## src/rtl/mem_port_arbiter.sv

```systemverilog
// mem_port_arbiter: shares one fixed-latency single-ported memory between IF and MEM stages.
// Revision: 1.0 - initial release
`default_nettype none

module mem_port_arbiter #(
  parameter int LATENCY = 1,
  parameter int ADDR_W  = 32,
  parameter int DATA_W  = 32
) (
  input  logic                clk,
  input  logic                reset,
  input  logic                i_req,
  input  logic [ADDR_W-1:0]   i_addr,
  output logic [DATA_W-1:0]   i_rdata,
  output logic                i_ready,
  input  logic                d_read,
  input  logic                d_write,
  input  logic [ADDR_W-1:0]   d_addr,
  input  logic [DATA_W-1:0]   d_wdata,
  input  logic [DATA_W/8-1:0] d_wmask,
  output logic [DATA_W-1:0]   d_rdata,
  output logic                d_ready,
  output logic                IStall,
  output logic                MemStall,
  output logic                mem_en,
  output logic                mem_we,
  output logic [ADDR_W-1:0]   mem_addr,
  output logic [DATA_W-1:0]   mem_wdata,
  output logic [DATA_W/8-1:0] mem_wmask,
  input  logic [DATA_W-1:0]   mem_rdata
);

  localparam int CNT_W = $clog2(LATENCY + 1);
  localparam logic [CNT_W-1:0] C_CNT_LOAD = CNT_W'(LATENCY - 1);

  typedef enum logic [1:0] {
    ST_IDLE   = 2'd0,
    ST_BUSY_I = 2'd1,
    ST_BUSY_D = 2'd2
  } state_t;

  state_t           r_state;
  state_t           w_state_nxt;
  logic [CNT_W-1:0] r_cnt;
  logic [CNT_W-1:0] w_cnt_nxt;
  logic             r_last_d;
  logic             w_last_d_nxt;
  logic             w_req_i;
  logic             w_req_d;
  logic             w_grant_d;

  assign w_req_i = i_req;
  assign w_req_d = d_read | d_write;
  // On a tie the port that did not win last time goes first.
  assign w_grant_d = w_req_d & (~w_req_i | ~r_last_d);

  always_ff @(posedge clk or posedge reset) begin
    if (reset) begin
      r_state  <= ST_IDLE;
      r_cnt    <= '0;
      r_last_d <= 1'b0;
    end else begin
      r_state  <= w_state_nxt;
      r_cnt    <= w_cnt_nxt;
      r_last_d <= w_last_d_nxt;
    end
  end

  always_comb begin
    w_state_nxt  = r_state;
    w_cnt_nxt    = r_cnt;
    w_last_d_nxt = r_last_d;
    mem_en       = 1'b0;
    mem_we       = 1'b0;
    mem_addr     = '0;
    mem_wdata    = '0;
    mem_wmask    = '0;
    i_ready      = 1'b0;
    d_ready      = 1'b0;
    i_rdata      = '0;
    d_rdata      = '0;
    case (r_state)
      ST_IDLE: begin
        // Reset forces IDLE, so only the grant path needs explicit gating.
        if (!reset && (w_req_i || w_req_d)) begin
          mem_en    = 1'b1;
          w_cnt_nxt = C_CNT_LOAD;
          if (w_grant_d) begin
            mem_we       = d_write;
            mem_addr     = d_addr;
            mem_wdata    = d_wdata;
            mem_wmask    = d_wmask;
            w_state_nxt  = ST_BUSY_D;
            w_last_d_nxt = 1'b1;
          end else begin
            mem_addr     = i_addr;
            w_state_nxt  = ST_BUSY_I;
            w_last_d_nxt = 1'b0;
          end
        end
      end
      ST_BUSY_I: begin
        if (r_cnt != '0) begin
          w_cnt_nxt = r_cnt - CNT_W'(1);
        end else begin
          i_ready     = 1'b1;
          i_rdata     = mem_rdata;
          w_state_nxt = ST_IDLE;
        end
      end
      ST_BUSY_D: begin
        if (r_cnt != '0) begin
          w_cnt_nxt = r_cnt - CNT_W'(1);
        end else begin
          d_ready     = 1'b1;
          d_rdata     = mem_rdata;
          w_state_nxt = ST_IDLE;
        end
      end
      default: w_state_nxt = ST_IDLE;
    endcase
  end

  assign IStall   = i_req & ~i_ready & ~reset;
  assign MemStall = w_req_d & ~d_ready & ~reset;

endmodule

`default_nettype wire

```

## config.mk

```make
export PLATFORM = sky130hd
export DESIGN_NAME = mem_port_arbiter
export DESIGN_NICKNAME = d
export VERILOG_FILES = /design/src/rtl/mem_port_arbiter.sv
export SDC_FILE = /design/constraint.sdc
export NUM_CORES = 1
export LEC_CHECK = 0
export ABC_AREA = 1
export CAP_MARGIN = 20
export CORE_AREA = 2 2 107 109
export DETAILED_ROUTE_END_ITERATION = 7
export DIE_AREA = 0 0 109 111
export GPL_TIMING_DRIVEN = 1
export PLACE_DENSITY = 0.7
export SYNTH_ARGS = -nofsm -noshare
export SYNTH_HDL_FRONTEND = slang
export SYNTH_SLANG_ARGS = --single-unit
```

## constraint.sdc

```tcl
create_clock -name clk -period 1.24 [get_ports clk]
set_input_delay 0.248 -clock clk [delete_from_list [all_inputs] [get_ports clk]]
set_output_delay 0.248 -clock clk [all_outputs]
set_load 0.02 [all_outputs]
```

==> impl_results.md, run 1 <==
* Commonest non-fill, non-tap cell in the layout: buf_6
* Placer congestion estimate at 0.7744
* Worst Tran Pin Value at 0.2483 ns
* Min setup slack post-route at -0.6840 ns
* Synthesized cell area at 1695 sq um
* Fin cells at 856
* Starting Density at 0.1531
* Initial antenna violation count at 0
* Warning count from the yosys run at 0
* Area Growth Syn to Fin at 308.0%
* Setup TNS at -74.74 ns
* Most frequent cells in the layout: 145 x buf_6, 132 x clkdlybuf4s50_1, 131 x nor2_4, 101 x inv_1, 38 x buf_4
* Root buffer cell: clkbuf_16
* Die area at 12100 sq um
* Fillers at 923
* Die Y at 111 microns
* Rel. slew slack at 0.8345
* Clk Latency, worst-skew pair at 0.23 ns
* Seq cells post-synth at 3
* Crit path cell chain: buf_6 > nor2_4 > buf_12 > nand3_4 > buf_12 > buf_8 > buf_16 > nor2_4 > buf_6
* Min cycle time layout at 1.924 ns
* PD cells at 733.4 nW/um^2
* Slowest CP cell: dfrtp_1
* Ports at 275
* Routed len/inst at 14.40 microns
* Share of cells above drive strength 1 at 0.5758
* Yosys top cell by area: nor2_1
* Final Total Pwr at 5.074 mW
* Status: complete, but fails checks
* Final Skew at 0.002072 ns
* Cells after synthesis at 384
* Netlist cell types at 17
* Clock net sink count at 3
* Static leakage at 3.212 nW
* Crit Path Category: flop to primary output
* Die width at 109 microns
* Worst Reg-to-Reg Cells at 8
* DP Cell Count at 807
* CTS max path bufs at 2
* Design Area, Final at 6918 sq um
* Htree depth at 1
* Final hold vios at 0
* RSZ-0062 raised after global routing: true
* Drt drc at 0
* CTS tree: yes
* FF/Latch Area at 75.07 sq um
* Worst setup EP type: primary output
* Final ANT Viol Nets at 0
* Crit path launch type: flop
* Largest net degree at the start of global routing at 33
* Max-cap viol count at 0
* VDD IR max at 0.4066 mV
* Overflow after GRT at 0
* TritonCTS Buffers at 3
* Final Slew Violations at 0
* Mean Syn Cell Area at 4.415 sq um
* Tcrit/Tclk final at 1.552
* WP data required at 0.99 ns
* Final count of negative-setup-slack endpoints at 140
* Fmax at 519.7 MHz
* Clock transition at path regs at 0.03 ns
* Total track usage at 0.1859
* Vias in the first global route at 3754
* First DRT Iteration DRCs at 107
* Net count after synthesis at 521
* Detail Placement HPWL at 8406 microns
* Area of the multi-input gates at 2256 sq um
* Row Count at 39
* Seq/Total Area, Yosys at 0.04428
* Router iterations before antenna repair at 4
* Final WL at 12330 microns
* Failing checks: setup timing
* CP Max Fanout at 5
* # port buffers at 274
* Top post-synthesis cells by area: nor2_1 35%, inv_1 23%, nand3_1 19%, dfrtp_1 4.4%, buf_2 4.1%
* Worst Path Arrival at 1.68 ns
* Synth top area share at 0.3542
* Drt via density at 4.220
* Vias at 3612
* Final #Nets at 850
* First-pass GRT wire length at 18270 microns
* DP Area at 5605 sq um
* Hold Path Class: primary input to async pin
* Max stage delay on crit path at 0.38 ns
* Core area at 11080 sq um
==> flip-flops by register name (all words and copies together) (netlist names) <==
name,cells
r_state,2
r_last_d,1
==> logic make-up (layout without fill, tap and decap cells) <==
| group | count (synthesis) | after routing | synth area share |
|---|---|---|---|
| AND/OR/NAND/NOR | 245 | 245 | 0.6199 |
| buffers and inverters | 136 | 464 | 0.3358 |
| other | 0 | 1 | 0 |
| flip-flops | 3 | 3 | 0.04428 |
==> critical path, delay by kind of cell, from the launching register on <==
family / cells / cell delay (ns)
flops: 1 / 0.38
simple gates: 3 / 0.29
buf+inv: 6 / 0.76
==> metrics by stage <==
step | util | hold WS, ns | worst slack, ns
after floorplan | - | -0.005985 | -0.2137
after global placement | 0.5060 | 0.5043 | -1.088
after detailed placement | 0.5060 | 0.5161 | -1.149
after CTS | 0.6078 | 0.1393 | -0.7038
after global routing | 0.6243 | 0.1533 | -0.7428
final | 0.6245 | 0.1361 | -0.6840
==> path summary, 6_finish.rpt <==
path,slack (ns),to,from
hold reg to reg,0.54,r_last_d,r_last_d
min in group clk,0.54,r_last_d,r_last_d
max in group asynchronous,1.01,r_state[1],reset
setup reg to reg,-0.09,r_last_d,r_state[0]
setup / recovery,-0.68,mem_wmask[2],r_state[0]
hold / removal,0.14,r_last_d,reset
==> synth_stat cells <==
| master | count |
|---|---|
| nand2_4 | 1 |
| nor2_4 | 1 |
| clkbuf_1 | 5 |
| inv_1 | 103 |
| inv_2 | 8 |
| nor3_1 | 2 |
| buf_8 | 1 |
| buf_2 | 14 |
| nand3_1 | 64 |
| buf_6 | 4 |
| buf_1 | 1 |
| nand2_2 | 2 |
| nor2_2 | 9 |
| nand3_2 | 1 |
| nand2_1 | 5 |
| dfrtp_1 | 3 |
| nor2_1 | 160 |
==> area by class of cell <==
type	count	area share
inverter	111	0.06131
tap	143	0.02586
clock buffer	4	0.01139
antenna	1	0.0003617
multi-input combinational	245	0.3261
timing repair buffer	349	0.5641
sequential	3	0.01085
==> routing by layer <==
layer  part of all wire  vias to the layer above  GRT usage
met4              0.013                        0    0.04530
met1               0.34                     1662     0.1937
met5                  0                        -          0
li1                   -                     1752          -
met3              0.095                       14    0.04115
met2               0.55                      184     0.3640
==> what timing repair did <==
item,4_1_cts,5_1_grt
resized for setup,909,55
setup endpoints to repair,140,141
cloned,10,1
hold buffers,0,0
setup buffers,32,9
pin swaps,11,14
==> power breakdown <==
part	leakage [nW]	switching, mW	internal [mW]
clock	0.0382	0.0944	0.425
combinational	3.13	2.17	2.25
sequential	0.0387	0.0154	0.117
No activity file was read; power rests on OpenSTA's default activity.
==> inputs of run 2 (changes only) <==
- clock period: 1.24 -> 1.7 ns (I/O delays scaled with it)
==> run 2 against run 1 <==
The flow still finishes with violations (setup timing). Largest cell class unchanged. Die area unchanged. Flip-flop and latch count unchanged. Largest power group unchanged. Global-route usage down 1.3 points. Sequential share of layout area up 0.23 points. First-iteration DRC count up 32%. Setup slack better by 0.33 ns. Register-to-register slack better by 0.16 ns. Core utilization down 11 points. Sequential power down 27%.
==> impl_results.md, run 2 (same netlist as run 1, synthesis figures left out) <==
* Status: complete, but fails checks
* Failing checks: setup timing
* Final #Nets at 823 (-3.2%)
* Internal reg-to-reg setup slack at 0.07 ns (+0.16 ns)
* Final Slew Violations at 0 (unchanged)
* Drt via density at 4.078 (-3.3%)
* Clock net sink count at 3 (unchanged)
* Min cycle time layout at 2.059 ns
* Starting Density at 0.1531 (unchanged)
* M1 WL at 4279 microns (+1.3%)
* Commonest non-fill, non-tap cell in the layout: clkdlybuf4s50_1
* Pre-CTS setup slack at -0.8678 ns (+0.2811 ns)
* Routed len/inst at 14.13 microns (-1.9%)
* First DRT Iteration DRCs at 141 (+32%)
* Most frequent cells in the layout: 132 x clkdlybuf4s50_1, 101 x inv_1, 89 x nor2_1, 85 x buf_6, 69 x nor2_4
* Crit Path Category: flop to primary output
* Overflow after GRT at 0 (unchanged)
* Clock transition at path regs at 0.03 ns (about the same)
* Hold Path Class: primary input to async pin
* Worst Path Arrival at 1.72 ns (+0.04 ns)
* Die width at 109 microns (unchanged)
* Vias at 3381 (-6.4%)
* Max reg flops at 2 (unchanged)
* CTS max path bufs at 2 (unchanged)
* Top reg by flops: r_state
* Worst R2R End: r_last_d
* Final Skew at 0.0003357 ns (-0.001736 ns)
* CTS tree: yes
* Rel. slew slack at 0.8398 (+0.005350)
* Root buffer cell: clkbuf_16
* DR top layer: met5
* Largest net degree at the start of global routing at 33 (unchanged)
* Static leakage at 2.927 nW (-8.9%)
* DP Area at 4750 sq um (-15%)
* Max-cap viol count at 0 (unchanged)
* Design Area, Final at 5702 sq um (-18%)
* Post-Route Utilization at 0.5147 (-0.1098)
* Worst Tran Pin Value at 0.2413 ns (-0.007068 ns)
* TritonCTS Buffers at 3 (unchanged)
* Initial antenna violation count at 3 (+3)
* Row Count at 39 (unchanged)
* Routed wl met2 at 6061 microns (-10%)
* PD cells at 538.1 nW/um^2 (-27%)
* Final WL at 11710 microns (-5.0%)
* # port buffers at 274 (unchanged)
* Total track usage at 0.1728 (-0.01308)
* Drt drc at 0 (unchanged)
* RSZ-0062 raised after global routing: true
* Final count of negative-setup-slack endpoints at 103 (-26%)
* Area Growth Syn to Fin at 236.3%
* Htree depth at 1 (unchanged)
* Final hold vios at 0 (unchanged)
* Detail Placement HPWL at 8120 microns (-3.4%)
* Ports at 275 (unchanged)
* Worst setup EP type: primary output
* Critical Path Source: r_state[1]
* Worst r2r src: r_state[1]
* Core area at 11080 sq um (unchanged)
* VDD IR max at 0.3019 mV (-26%)
* Met3 wire length at 1266 microns (+7.8%)
* Vias in the first global route at 3187 (-15%)
* Top Registers: r_state x2, r_last_d x1
* Final ANT Viol Nets at 0 (unchanged)
* Fmax at 485.7 MHz
* Die area at 12100 sq um (unchanged)
* Router iterations before antenna repair at 4 (unchanged)
* Die Y at 111 microns (unchanged)
* First-pass GRT wire length at 16480 microns (-9.8%)
* Crit path launch type: flop
* Share of cells above drive strength 1 at 0.4336 (-0.1423)
* Worst Reg-to-Reg Cells at 13 (+5)
* Min setup slack post-route at -0.3589 ns (+0.3251 ns)
* WP data required at 1.36 ns (+0.37 ns)
* Clk Latency, worst-skew pair at 0.22 ns (about the same)
* Tcrit/Tclk final at 1.211
* CP Max Fanout at 7 (+2)
* Setup TNS at -25.34 ns (+49.40 ns)
* Placer congestion estimate at 0.7482 (-3.4%)
-- run 2: cell count changes in the layout (fill, tap and decap cells not counted), moves of 3 or more --
cell / delta
nor2_1: +64
nor2_4: -62
buf_8: -6
buf_16: -4
buf_2: +25
inv_4: -3
nand3_2: -19
buf_6: -60
nand3_1: +21
buf_4: +17
-- run 2: stage by stage --
step / hold slack, ns / power [mW] / std cells
finish: 0.2609 / 3.068 / 829
global route: 0.2829 / 3.260 / 828
CTS: 0.2647 / 2.804 / 821
detailed placement: 0.5887 / 2.153 / 799
global placement: 0.5929 / 2.151 / 799
floorplan: 0.08601 / 1.037 / 384
-- run 2: repair_timing --
action / 4_1_cts / 5_1_grt
hold buffers: 0 / 0
pin swaps: 4 / 18
gates cloned: 5 / 3
setup buffers: 13 / 11
setup endpoints to repair: 138 / 125
resized for setup: 729 / 192
-- run 2: final cells by class --
type                            count  area [sq um]
Tap cell                          143         178.9
Timing Repair Buffer              322          3278
Multi-Input combinational cell    245          1667
Antenna cell                        1         2.502
Fill cell                        1093          5375
Inverter                          111         421.7
Clock buffer                        4         78.83
Sequential cell                     3         75.07
-- run 2: where the power goes --
part	leakage [nW]	internal [mW]	total [mW]	switching (mW)
Clock	0.0382	0.309	0.369	0.0599
Combinational	2.85	1.29	2.60	1.32
Sequential	0.0387	0.0852	0.0962	0.0110
Total	2.93	1.68	3.07	1.39
-- run 2: layer usage --
layer  vias to the layer above  global-route usage
met5                         -                   0
met4                         4             0.02650
met3                        10             0.05173
met2                       162              0.3130
met1                      1515              0.2002
li1                       1690                   -
-- run 2: worst max-delay path by stage --
stage	endpoint	slack [ns]	depth (start not counted)
2_1_floorplan	d_rdata[0]	0.08	4
3_3_place_gp	mem_wdata[8]	-0.83	9
3_5_place_dp	mem_addr[2]	-0.87	7
4_1_cts	mem_wdata[1]	-0.37	10
5_1_grt	mem_wdata[21]	-0.43	10
6_report	mem_wdata[21]	-0.36	10
-- run 2: worst max-delay path: stages (launching register included) --
cell	delay, ns
dfrtp_1	0.38
inv_2	0.07
buf_6	0.09
nand2_4	0.04
nor2_4	0.11
buf_6	0.13
nand3_4	0.12
buf_12	0.16
buf_16	0.15
nor2_4	0.12
buf_6	0.12
